[config.mk]
export PLATFORM = sky130hd
export DESIGN_NAME = game_flow_ctrl_flat
export DESIGN_NICKNAME = d
export VERILOG_FILES = /design/src/rtl/game_pkg.sv /design/src/rtl/game_flow_ctrl_if.sv /design/src/rtl/bcd_add4.sv /design/src/rtl/game_flow_ctrl.sv /design/src/flat_wrapper.sv
export SDC_FILE = /design/constraint.sdc
export NUM_CORES = 1
export LEC_CHECK = 0
export BUFFER_PORTS_ARGS = -buffer_cell sky130_fd_sc_hd__clkbuf_2
export CAP_MARGIN = 20
export CORE_UTILIZATION = 33
export DETAILED_ROUTE_END_ITERATION = 8
export PLACE_DENSITY = 0.56
export SYNTH_ARGS = -nofsm -noshare
export SYNTH_HDL_FRONTEND = slang
export SYNTH_HIERARCHICAL = 1
export SYNTH_SLANG_ARGS = --single-unit
[constraint.sdc]
create_clock -name clk_100MHz -period 28.7 [get_ports clk_100MHz]
set_input_delay 1.435 -clock clk_100MHz [delete_from_list [all_inputs] [get_ports clk_100MHz]]
set_output_delay 1.435 -clock clk_100MHz [all_outputs]
set_load 0.02 [all_outputs]
[src/rtl/game_pkg.sv]
// Shared definitions for the game-level sequencer: state codes, BCD limits
// and the default frame timings.
package game_pkg;

  typedef enum logic [3:0] {
    S_IDLE    = 4'd0,
    S_START   = 4'd1,
    S_PLAY    = 4'd2,
    S_RESPAWN = 4'd3,
    S_WAVE    = 4'd4,
    S_OVER    = 4'd5
  } state_e;

  localparam logic [15:0] BCD_MAX            = 16'h9999;
  localparam logic [3:0]  WAVE_MAX           = 4'd9;
  localparam int          LIVES_INIT_DEF     = 3;
  localparam logic [15:0] POINTS_DEF         = 16'h0010;
  localparam logic [7:0]  START_FRAMES_DEF   = 8'd60;
  localparam logic [7:0]  RESPAWN_FRAMES_DEF = 8'd90;
  localparam logic [7:0]  WAVE_FRAMES_DEF    = 8'd120;
  localparam logic [7:0]  OVER_FRAMES_DEF    = 8'd180;

  // Frame counter never wraps so long waits cannot alias back to short ones.
  function automatic logic [7:0] sat_inc8(input logic [7:0] v);
    return (v == 8'hFF) ? v : v + 8'd1;
  endfunction

endpackage

[src/rtl/game_flow_ctrl_if.sv]
// Event inputs and status outputs of the game sequencer, bundled as one bus.
// The master side produces events and observes status; the slave is the sequencer.
interface game_flow_ctrl_if;

  logic        frame_tick;
  logic        shoot;
  logic        alien_hit;
  logic        player_hit;
  logic        wave_clear;
  logic        game_over;
  logic [3:0]  game_status;
  logic        play_en;
  logic        field_rst;
  logic [15:0] score;
  logic [15:0] hi_score;
  logic [1:0]  lives;
  logic [3:0]  wave;

  modport master (
    output frame_tick, shoot, alien_hit, player_hit, wave_clear, game_over,
    input  game_status, play_en, field_rst, score, hi_score, lives, wave
  );

  modport slave (
    input  frame_tick, shoot, alien_hit, player_hit, wave_clear, game_over,
    output game_status, play_en, field_rst, score, hi_score, lives, wave
  );

endinterface

[src/rtl/bcd_add4.sv]
// Combinational 4-digit packed-BCD adder; cout flags a sum beyond 9999
// so the caller can saturate.
module bcd_add4 (
  input  logic [15:0] a,
  input  logic [15:0] b,
  output logic [15:0] sum,
  output logic        cout
);

  logic       carry;
  logic [4:0] digit;

  // Ripple digit by digit; a raw digit above 9 is corrected by +6 and carries.
  always_comb begin
    carry = 1'b0;
    digit = '0;
    sum   = '0;
    for (int i = 0; i < 4; i++) begin
      digit = {1'b0, a[4*i +: 4]} + {1'b0, b[4*i +: 4]} + {4'b0000, carry};
      if (digit > 5'd9) begin
        digit = digit + 5'd6;
        carry = 1'b1;
      end else begin
        carry = 1'b0;
      end
      sum[4*i +: 4] = digit[3:0];
    end
    cout = carry;
  end

endmodule

[src/rtl/game_flow_ctrl.sv]
// Game-level sequencer: walks IDLE/START/PLAY/RESPAWN/WAVE/OVER, keeps the
// BCD score, high score, lives and wave count, and gates play and field reset.
module game_flow_ctrl
  import game_pkg::*;
#(
  parameter int          LIVES_INIT     = LIVES_INIT_DEF,
  parameter logic [15:0] POINTS         = POINTS_DEF,
  parameter logic [7:0]  START_FRAMES   = START_FRAMES_DEF,
  parameter logic [7:0]  RESPAWN_FRAMES = RESPAWN_FRAMES_DEF,
  parameter logic [7:0]  WAVE_FRAMES    = WAVE_FRAMES_DEF,
  parameter logic [7:0]  OVER_FRAMES    = OVER_FRAMES_DEF
) (
  input  logic             clk_100MHz,
  input  logic             reset,
  game_flow_ctrl_if.slave  bus
);

  state_e      state_q, state_d;
  logic [7:0]  frame_cnt_q, frame_cnt_d;
  logic        shoot_q;
  logic        shoot_re;
  logic [15:0] score_q, score_d;
  logic [15:0] hi_score_q, hi_score_d;
  logic [1:0]  lives_q, lives_d;
  logic [3:0]  wave_q, wave_d;
  logic        play_en_q, play_en_d;
  logic        field_rst_q, field_rst_d;
  logic [15:0] bcd_sum;
  logic        bcd_cout;
  logic [15:0] score_inc;

  bcd_add4 u_bcd_add4 (
    .a    (score_q),
    .b    (POINTS),
    .sum  (bcd_sum),
    .cout (bcd_cout)
  );

  assign score_inc = bcd_cout ? BCD_MAX : bcd_sum;
  assign shoot_re  = bus.shoot & ~shoot_q;

  always_comb begin
    state_d     = state_q;
    score_d     = score_q;
    hi_score_d  = hi_score_q;
    lives_d     = lives_q;
    wave_d      = wave_q;
    frame_cnt_d = frame_cnt_q;

    case (state_q)
      S_IDLE: begin
        if (shoot_re) begin
          state_d = S_START;
          score_d = '0;
          lives_d = 2'(LIVES_INIT);
          wave_d  = 4'd1;
        end
      end
      S_START: begin
        if (bus.frame_tick && frame_cnt_q == START_FRAMES - 8'd1) state_d = S_PLAY;
      end
      // A hit on the same cycle as an exit event still scores.
      S_PLAY: begin
        if (bus.alien_hit) score_d = score_inc;
        if (bus.game_over) begin
          state_d = S_OVER;
        end else if (bus.player_hit) begin
          if (lives_q <= 2'd1) begin
            lives_d = 2'd0;
            state_d = S_OVER;
          end else begin
            lives_d = lives_q - 2'd1;
            state_d = S_RESPAWN;
          end
        end else if (bus.wave_clear) begin
          state_d = S_WAVE;
          wave_d  = (wave_q >= WAVE_MAX) ? WAVE_MAX : wave_q + 4'd1;
        end
      end
      S_RESPAWN: begin
        if (bus.frame_tick && frame_cnt_q == RESPAWN_FRAMES - 8'd1) state_d = S_PLAY;
      end
      S_WAVE: begin
        if (bus.frame_tick && frame_cnt_q == WAVE_FRAMES - 8'd1) state_d = S_PLAY;
      end
      S_OVER: begin
        if (shoot_re && frame_cnt_q >= OVER_FRAMES) state_d = S_IDLE;
      end
      default: state_d = S_IDLE;
    endcase

    // Packed BCD orders the same as binary, so a plain compare suffices.
    if (state_d == S_OVER && state_q != S_OVER && score_d > hi_score_q)
      hi_score_d = score_d;

    if (state_d != state_q)    frame_cnt_d = '0;
    else if (bus.frame_tick)   frame_cnt_d = sat_inc8(frame_cnt_q);

    play_en_d   = (state_d == S_PLAY);
    field_rst_d = (state_d == S_START) || (state_d == S_WAVE);
  end

  always_ff @(posedge clk_100MHz or negedge reset) begin
    if (!reset) begin
      state_q     <= S_IDLE;
      frame_cnt_q <= '0;
      shoot_q     <= 1'b0;
      score_q     <= '0;
      hi_score_q  <= '0;
      lives_q     <= '0;
      wave_q      <= '0;
      play_en_q   <= 1'b0;
      field_rst_q <= 1'b0;
    end else begin
      state_q     <= state_d;
      frame_cnt_q <= frame_cnt_d;
      shoot_q     <= bus.shoot;
      score_q     <= score_d;
      hi_score_q  <= hi_score_d;
      lives_q     <= lives_d;
      wave_q      <= wave_d;
      play_en_q   <= play_en_d;
      field_rst_q <= field_rst_d;
    end
  end

  assign bus.game_status = state_q;
  assign bus.play_en     = play_en_q;
  assign bus.field_rst   = field_rst_q;
  assign bus.score       = score_q;
  assign bus.hi_score    = hi_score_q;
  assign bus.lives       = lives_q;
  assign bus.wave        = wave_q;

endmodule

[src/flat_wrapper.sv]
// flat-port wrapper written by rule: the top's interface ports become plain ports
module game_flow_ctrl_flat import game_pkg::*;
#(
  parameter int          LIVES_INIT     = LIVES_INIT_DEF,
  parameter logic [15:0] POINTS         = POINTS_DEF,
  parameter logic [7:0]  START_FRAMES   = START_FRAMES_DEF,
  parameter logic [7:0]  RESPAWN_FRAMES = RESPAWN_FRAMES_DEF,
  parameter logic [7:0]  WAVE_FRAMES    = WAVE_FRAMES_DEF,
  parameter logic [7:0]  OVER_FRAMES    = OVER_FRAMES_DEF
)
  (clk_100MHz, reset, bus_frame_tick, bus_shoot, bus_alien_hit, bus_player_hit, bus_wave_clear, bus_game_over, bus_game_status, bus_play_en, bus_field_rst, bus_score, bus_hi_score, bus_lives, bus_wave);
  game_flow_ctrl_if bus_i ();
  input  logic clk_100MHz;
  input  logic reset;
  input wire logic [$bits(bus_i.frame_tick)-1:0] bus_frame_tick;
  input wire logic [$bits(bus_i.shoot)-1:0] bus_shoot;
  input wire logic [$bits(bus_i.alien_hit)-1:0] bus_alien_hit;
  input wire logic [$bits(bus_i.player_hit)-1:0] bus_player_hit;
  input wire logic [$bits(bus_i.wave_clear)-1:0] bus_wave_clear;
  input wire logic [$bits(bus_i.game_over)-1:0] bus_game_over;
  output wire logic [$bits(bus_i.game_status)-1:0] bus_game_status;
  output wire logic [$bits(bus_i.play_en)-1:0] bus_play_en;
  output wire logic [$bits(bus_i.field_rst)-1:0] bus_field_rst;
  output wire logic [$bits(bus_i.score)-1:0] bus_score;
  output wire logic [$bits(bus_i.hi_score)-1:0] bus_hi_score;
  output wire logic [$bits(bus_i.lives)-1:0] bus_lives;
  output wire logic [$bits(bus_i.wave)-1:0] bus_wave;
  assign bus_i.frame_tick = bus_frame_tick;
  assign bus_i.shoot = bus_shoot;
  assign bus_i.alien_hit = bus_alien_hit;
  assign bus_i.player_hit = bus_player_hit;
  assign bus_i.wave_clear = bus_wave_clear;
  assign bus_i.game_over = bus_game_over;
  assign bus_game_status = bus_i.game_status;
  assign bus_play_en = bus_i.play_en;
  assign bus_field_rst = bus_i.field_rst;
  assign bus_score = bus_i.score;
  assign bus_hi_score = bus_i.hi_score;
  assign bus_lives = bus_i.lives;
  assign bus_wave = bus_i.wave;
  game_flow_ctrl #(.LIVES_INIT(LIVES_INIT), .POINTS(POINTS), .START_FRAMES(START_FRAMES), .RESPAWN_FRAMES(RESPAWN_FRAMES), .WAVE_FRAMES(WAVE_FRAMES), .OVER_FRAMES(OVER_FRAMES)) u_core (.clk_100MHz(clk_100MHz), .reset(reset), .bus(bus_i));
endmodule
---- Word level (Yosys, flattened, before mapping) ----
Index checks and enable logic that the tools add are counted.
W data, S select, Z words.
word-level totals
  register bits ........................... 53
  bits of input ports ..................... 8
  output and inout bits ................... 44
  word-level logic and storage cells ...... 100
operators by class
  add/subtract/negate cells ............... 11
  order comparisons ....................... 8
  eq/ne operators ......................... 21
  multiplexer cells ....................... 36
  bitwise logic cells ..................... 2
  reductions and logical operators ........ 13
operators by type and width
  cell                   number
  $mux W4                17
  $mux W16               3
  $pmux W16 S2           1
  $mux W8                3
  $pmux W4 S6            1
  $add A4 B3 Y4 const B  4
  $eq A4 B3 Y1 const B   4
  $eq A8 B7 Y1 const B   2
  $gt A16 B16 Y1         1
  $gt A5 B4 Y1 const B   3
  $eq A4 B2 Y1 const B   3
  $add A4 B1 Y5          2
  $add A8 B1 Y8 const B  1
  $eq A4 B1 Y1 const B   2
  $eq A8 B6 Y1 const B   1
  $eq A8 B8 Y1 const B   1
  $ge A8 B8 Y1 const B   1
  $mux W2                4
  $ne A2 B2 Y1 const B   4
  $pmux W4 S2            1
  $logic_and A1 B1 Y1    6
  $add A4 B1 Y5 const B  1
  $add A5 B1 Y5          1
  $reduce_and A5 Y1      1
  18 further kinds       23

---- Depth between registers and ports, before layout ----
  depth after elaboration ................. 16
  mapped depth ............................ 45

---- Modules after synthesis ----
Netlist, hierarchy kept.
by module, submodules not included
  module          times used  cells each  area each (um2)
  game_flow_ctrl  1           297         2999.1
  bcd_add4        1           115         952.2

---- Worst setup path after synthesis ----
Ideal clock, no wire load.
  path type ............................... reg-to-reg
  start ................................... register u_core.score_q[1], in the netlist u_core/bus.score[1]
  end ..................................... register u_core.hi_score_q[10], in the netlist u_core/bus.hi_score[10]
  setup time .............................. 0.125 ns
  arrival ................................. 9.285 ns
  required time ........................... 28.575 ns
  path slack .............................. 19.289 ns
  stages on the path, launching flop included .. 41
  period minus slack after synthesis ...... 9.411 ns
  cell sequence ........................... dfrtp_1 > inv_1 > fa_1 > ha_1 > a32o_1 > o311ai_2 > inv_1 > fa_1 > inv_1 > fa_1 > inv_1 > ha_1 > nand2b_1 > a22o_1 > o31a_1 > fa_1 > inv_1 > fa_1 > [5 not listed] > fa_1 > inv_1 > fa_1 > inv_1 > ha_1 > a31o_1 > o31a_1 > inv_1 > nand2b_1 > nor2_1 > a22o_1 > ha_1 > a21o_1 > a21o_1 > a2111oi_1 > a31oi_4 > buf_12 > mux2_4
on the way
  longest elaborated chain between the ends .. 16
  elaborated cells on any way between the ends .. 25
ends and longest elaborated chain
  element                   line                   RTL
  start: declaration        game_flow_ctrl.sv:22   logic [15:0] score_q, score_d;
  start signal: assignment  game_flow_ctrl.sv:118  score_q <= score_d;
  $gt A4 B4 Y1              bcd_add4.sv:20         if (digit > 5'd9) begin
  $mux W1                   bcd_add4.sv:20
  $add A5 B1 Y5             bcd_add4.sv:19         digit = {1'b0, a[4*i +: 4]} + {1'b0, b[4*i +: 4]} + {4'b0000, carry};
  $gt A5 B4 Y1              bcd_add4.sv:20
  $mux W1                   bcd_add4.sv:20
  $add A4 B1 Y5             bcd_add4.sv:19
  $gt A5 B4 Y1              bcd_add4.sv:20
  $mux W1                   bcd_add4.sv:20
  [2 not listed]            n/a
  $mux W1                   bcd_add4.sv:20
  net u_core.bcd_cout       game_flow_ctrl.sv:29   logic bcd_cout;
  $mux W16                  game_flow_ctrl.sv:39   assign score_inc = bcd_cout ? BCD_MAX : bcd_sum;
  $mux W16                  game_flow_ctrl.sv:64   if (bus.alien_hit) score_d = score_inc;
  $pmux W16 S2              game_flow_ctrl.sv:50   case (state_q)
  net u_core.score_d[13]    game_flow_ctrl.sv:22
  $gt A16 B16 Y1            game_flow_ctrl.sv:93   if (state_d == S_OVER && state_q != S_OVER && score_d > hi_score_q)
  $logic_and A1 B1 Y1       game_flow_ctrl.sv:93
  end signal: assignment    game_flow_ctrl.sv:119  hi_score_q <= hi_score_d;
  end: declaration          game_flow_ctrl.sv:23   logic [15:0] hi_score_q, hi_score_d;
The timed path passes the listed nets, and every way through them passes these cells.
A chain may end at the register's enable or synchronous reset.

---- Final worst setup path ----
  start ................................... register u_core.score_q[1], in the netlist u_core/bus.score[1]
  end ..................................... register u_core.hi_score_q[15], in the netlist u_core/bus.hi_score[15]
Same word-level chain as after synthesis.

==> summary.md <==
| Metric | Value |
|---|---|
| Routed Antenna Nets | `0` |
| Register bit count reported by yosys | `53` |
| Setup bufs post-CTS | `0` |
| Final hold vios | `0` |
| Post-route setup TNS | `0 ns` |
| Vias in the first global route | `slightly above 3000` |
| Worst Tran Pin Value | `around 0.95 ns` |
| Worst hold path class | `flop to flop` |
| Fillcell total | `~1100` |
| FF-to-FF path depth | `39` |
| Cts hold-fix bufs | `0` |
| Yosys top cell by area | `dfrtp_1` |
| Vias | `3142` |
| Syn. warnings | `6` |
| RSZ-0062 raised after global routing | `no` |
| Worst reg2reg setup slack | `18.21 ns` |
| Gr busiest metal | `met2` |
| Pwr/cell area | `approximately 37 nW/um2` |
| Crit path buffers/inverters | `9` |
| Die ar. | `12400 um2` |
| Root buffer cell | `clkbuf_16` |
| Tcrit/Tclk final | `about 37%` |
| Critical Path Max Stage Delay | `between 0.6 and 0.7 ns` |
| Period minus WS final | `10.49 ns` |
| Slew headroom | `36.4%` |
| Synth Area per Inst | `about 9.6 um2` |
| Top cell family by delay on the critical path | `adder cells` |
| Max-cap violations | `0` |
| Util after Layout | `39.4%` |
| Finish-stage setup viols | `0` |
| Sequential power share | `45.9%` |
| GR Util met3 | `roughly 2.1%` |
| Peak supply drop | `~0.023 mV` |
| H-tree depth | `2` |
| GPL Wtd Cong | `just over 0.8` |
| Die height | `~110 um` |
| Cell internal pwr | `122 uW` |
| Switching part of the total | `27.2%` |
| Worst-path cell with the longest stage delay | `a2111oi_1` |
| GRT overflow | `0` |
| Area occupied by multi-input gates | `roughly 2500 um2` |
| CTS tree | `built` |
| Skew final | `between 0.009 and 0.01 ns` |
| Worst-Skew Late Latency | `approximately 0.3 ns` |
| Setup slack after layout | `18.21 ns` |
| Register Area | `between 1000 and 1500 um2` |
| Post-Place Setup Slack | `18.26 ns` |
| Port buffer count | `between 50 and 60` |
| Chip width | `roughly 110 um` |
| Met2 GRT Util | `roughly a quarter` |
| Post-CTS sizing | `0` |
| Core ar. | `11600 um2` |
| Post-Syn Instances | `412` |
| Reg-to-Reg End | `u_core/bus.hi_score[15]` |
| Overall power | `between 150 and 200 uW` |
| Fin nets | `between 500 and 600` |
| WP depth | `39` |
| Crit path arrival time | `10.66 ns` |
| Number of synthesized flops with an enable pin | `0` |
| CP max FO | `16` |
| Largest net degree at the start of global routing | `between 50 and 60` |
| Setup crit end | `u_core/bus.hi_score[15]` |
| P&R area growth vs syn | `15.2%` |
| Failing checks | `DRC` |
| Maximum clock rate | `about 0.095 GHz` |
| Clock power share | `37.4%` |
| Register area share after synthesis | `between 30% and 40%` |
| Sink Count | `53` |
| Share of cells above drive strength 1 | `between 15 and 20%` |
| Row count | `39` |
| Clock transition at the registers of the reported paths | `roughly 0.070 ns` |
| Most common cell after layout, fill and taps aside | `dfrtp_1` |
| CTS Buffer Depth | `2` |
| Initial antenna violation count | `0` |
| Initial Util | `between 30% and 40%` |
| Switching power | `between 40 and 50 uW` |
| Dpl hpwl | `about 7000 um` |
| Outcome | `finished, violations left` |
| Worst reg2reg startpoint | `u_core/bus.score[1]` |
| Startpoint types | `flop` |
| Routed WL | `roughly 9300 um` |
| Ys flop type | `dfrtp_1` |
| Most frequent cells in the layout | `53 x dfrtp_1, 51 x clkbuf_2, 45 x inv_1` |
| First-pass GRT wire length | `between 15000 and 20000 um` |
| Vias per cell | `5.04` |
| Slew Viols, Final | `0` |
| Synth unique cells | `64` |
| CTS Buf Count | `5` |
| Cell repeated most along the worst path | `inv_1` |
| Top cell type's share of synthesized area | `around a third` |
| Static Leak | `approximately 0.0022 uW` |
| Top-Level Pins | `52` |
| Critical Path RT | `slightly below 30 ns` |
| Iter 0 DRT Violations | `about 180` |
| Area contributors post-synth | `dfrtp_1 34%, ha_1 13%, inv_1 4.3%` |
| Drt first pass iters | `6` |
| ANT cells | `0` |
| Cell Area, Synth | `~4000 um2` |
| Met1 usage | `between 20% and 30%` |
| Post-synth ARST share | `100%` |
| Comb power frac | `16.6%` |
| Critical path launch point | `u_core/bus.score[1]` |
| DR DRC count | `7` |
| Total GRT Usage | `between 10% and 20%` |
| Crit Path Category | `flop to flop` |
| Setup crit end kind | `flop` |
| Avg WL per Cell | `roughly 15 um` |
==> synthesized netlist by cell type, drive strengths merged, types with 4 or more instances <==
master	count
mux2i	8
a21boi	5
nand3b	6
inv	45
fa	7
nand2	33
nor2	20
a22o	11
nor3	4
clkbuf	6
xnor2	9
nand2b	7
dfrtp	53
a21o	7
nand4	9
ha	42
a21oi	19
buf	4
and3	5
a31oi	5
or2	6
and3b	4
mux2	16
o21ai	27
nand3	12
==> sequential cells by signal, summed over array words and instances, names as in the netlist <==
register	flops
u_core/bus.hi_score	16
u_core/bus.score	16
u_core/frame_cnt_q	8
u_core/bus.game_status	4
u_core/bus.wave	4
u_core/bus.lives	2
u_core/bus.field_rst	1
u_core/bus.play_en	1
u_core/shoot_q	1
==> metrics by stage <==
| step | instances | hold WS (ns) | instance area, um2 |
|---|---|---|---|
| finish | 624 | 0.542 | 4550 |
| global route | 624 | 0.565 | 4550 |
| CTS | 624 | 0.546 | 4550 |
| detailed placement | 616 | 0.534 | 4400 |
| global placement | 616 | 0.521 | 4400 |
| floorplan | 431 | 0.562 | 4020 |
==> metal layers <==
layer | part of all wire, % | up-vias
met5 | 0 | -
met4 | 1.3 | 0
met3 | 2.7 | 9
met2 | 47 | 49
met1 | 49 | 1508
li1 | - | 1576
==> cell families after synthesis <==
family	synth area share, %
muxes	7.54
AOI/OAI and AO/OA	16.4
and+or+nand+nor	16.9
buffers and inverters	5.89
DFF	33.6
adders and majority gates	16.8
xor gates and xnor gates	2.66
other	0.190
==> area by class of cell <==
| class | instances | share of cell area, % |
|---|---|---|
| clock inverter | 2 | 0.302 |
| multi-input combinational | 323 | 54.1 |
| tap | 143 | 3.93 |
| timing repair buffer | 52 | 5.77 |
| clock buffer | 6 | 3.05 |
| inverter | 45 | 3.71 |
| sequential | 53 | 29.1 |
==> how the worst min path moves through the flow <==
stage / startpoint / end / slack, ns / cells after the start
after floorplan: u_core/frame_cnt_q[0] / u_core/frame_cnt_q[0] / 0.56 / 2
after global placement: u_core/bus.hi_score[1] / u_core/bus.hi_score[1] / 0.52 / 1
after detailed placement: u_core/bus.hi_score[14] / u_core/bus.hi_score[14] / 0.53 / 1
after CTS: u_core/bus.wave[2] / u_core/bus.wave[2] / 0.55 / 1
after global routing: u_core/bus.hi_score[14] / u_core/bus.hi_score[14] / 0.57 / 1
final: u_core/bus.wave[2] / u_core/bus.wave[2] / 0.54 / 1
==> power groups by stage <==
stage | registers [uW] | clock network [uW] | logic [uW]
global route | 77.1 | 67.2 | 31.7
detailed placement | 78.3 | 0 | 28.0
CTS | 76.9 | 64.8 | 28.1
floorplan | 78.7 | 0 | 19.7
finish | 76.9 | 62.6 | 27.8
global placement | 78.3 | 0 | 27.2
No activity file was read; power rests on OpenSTA's default activity.
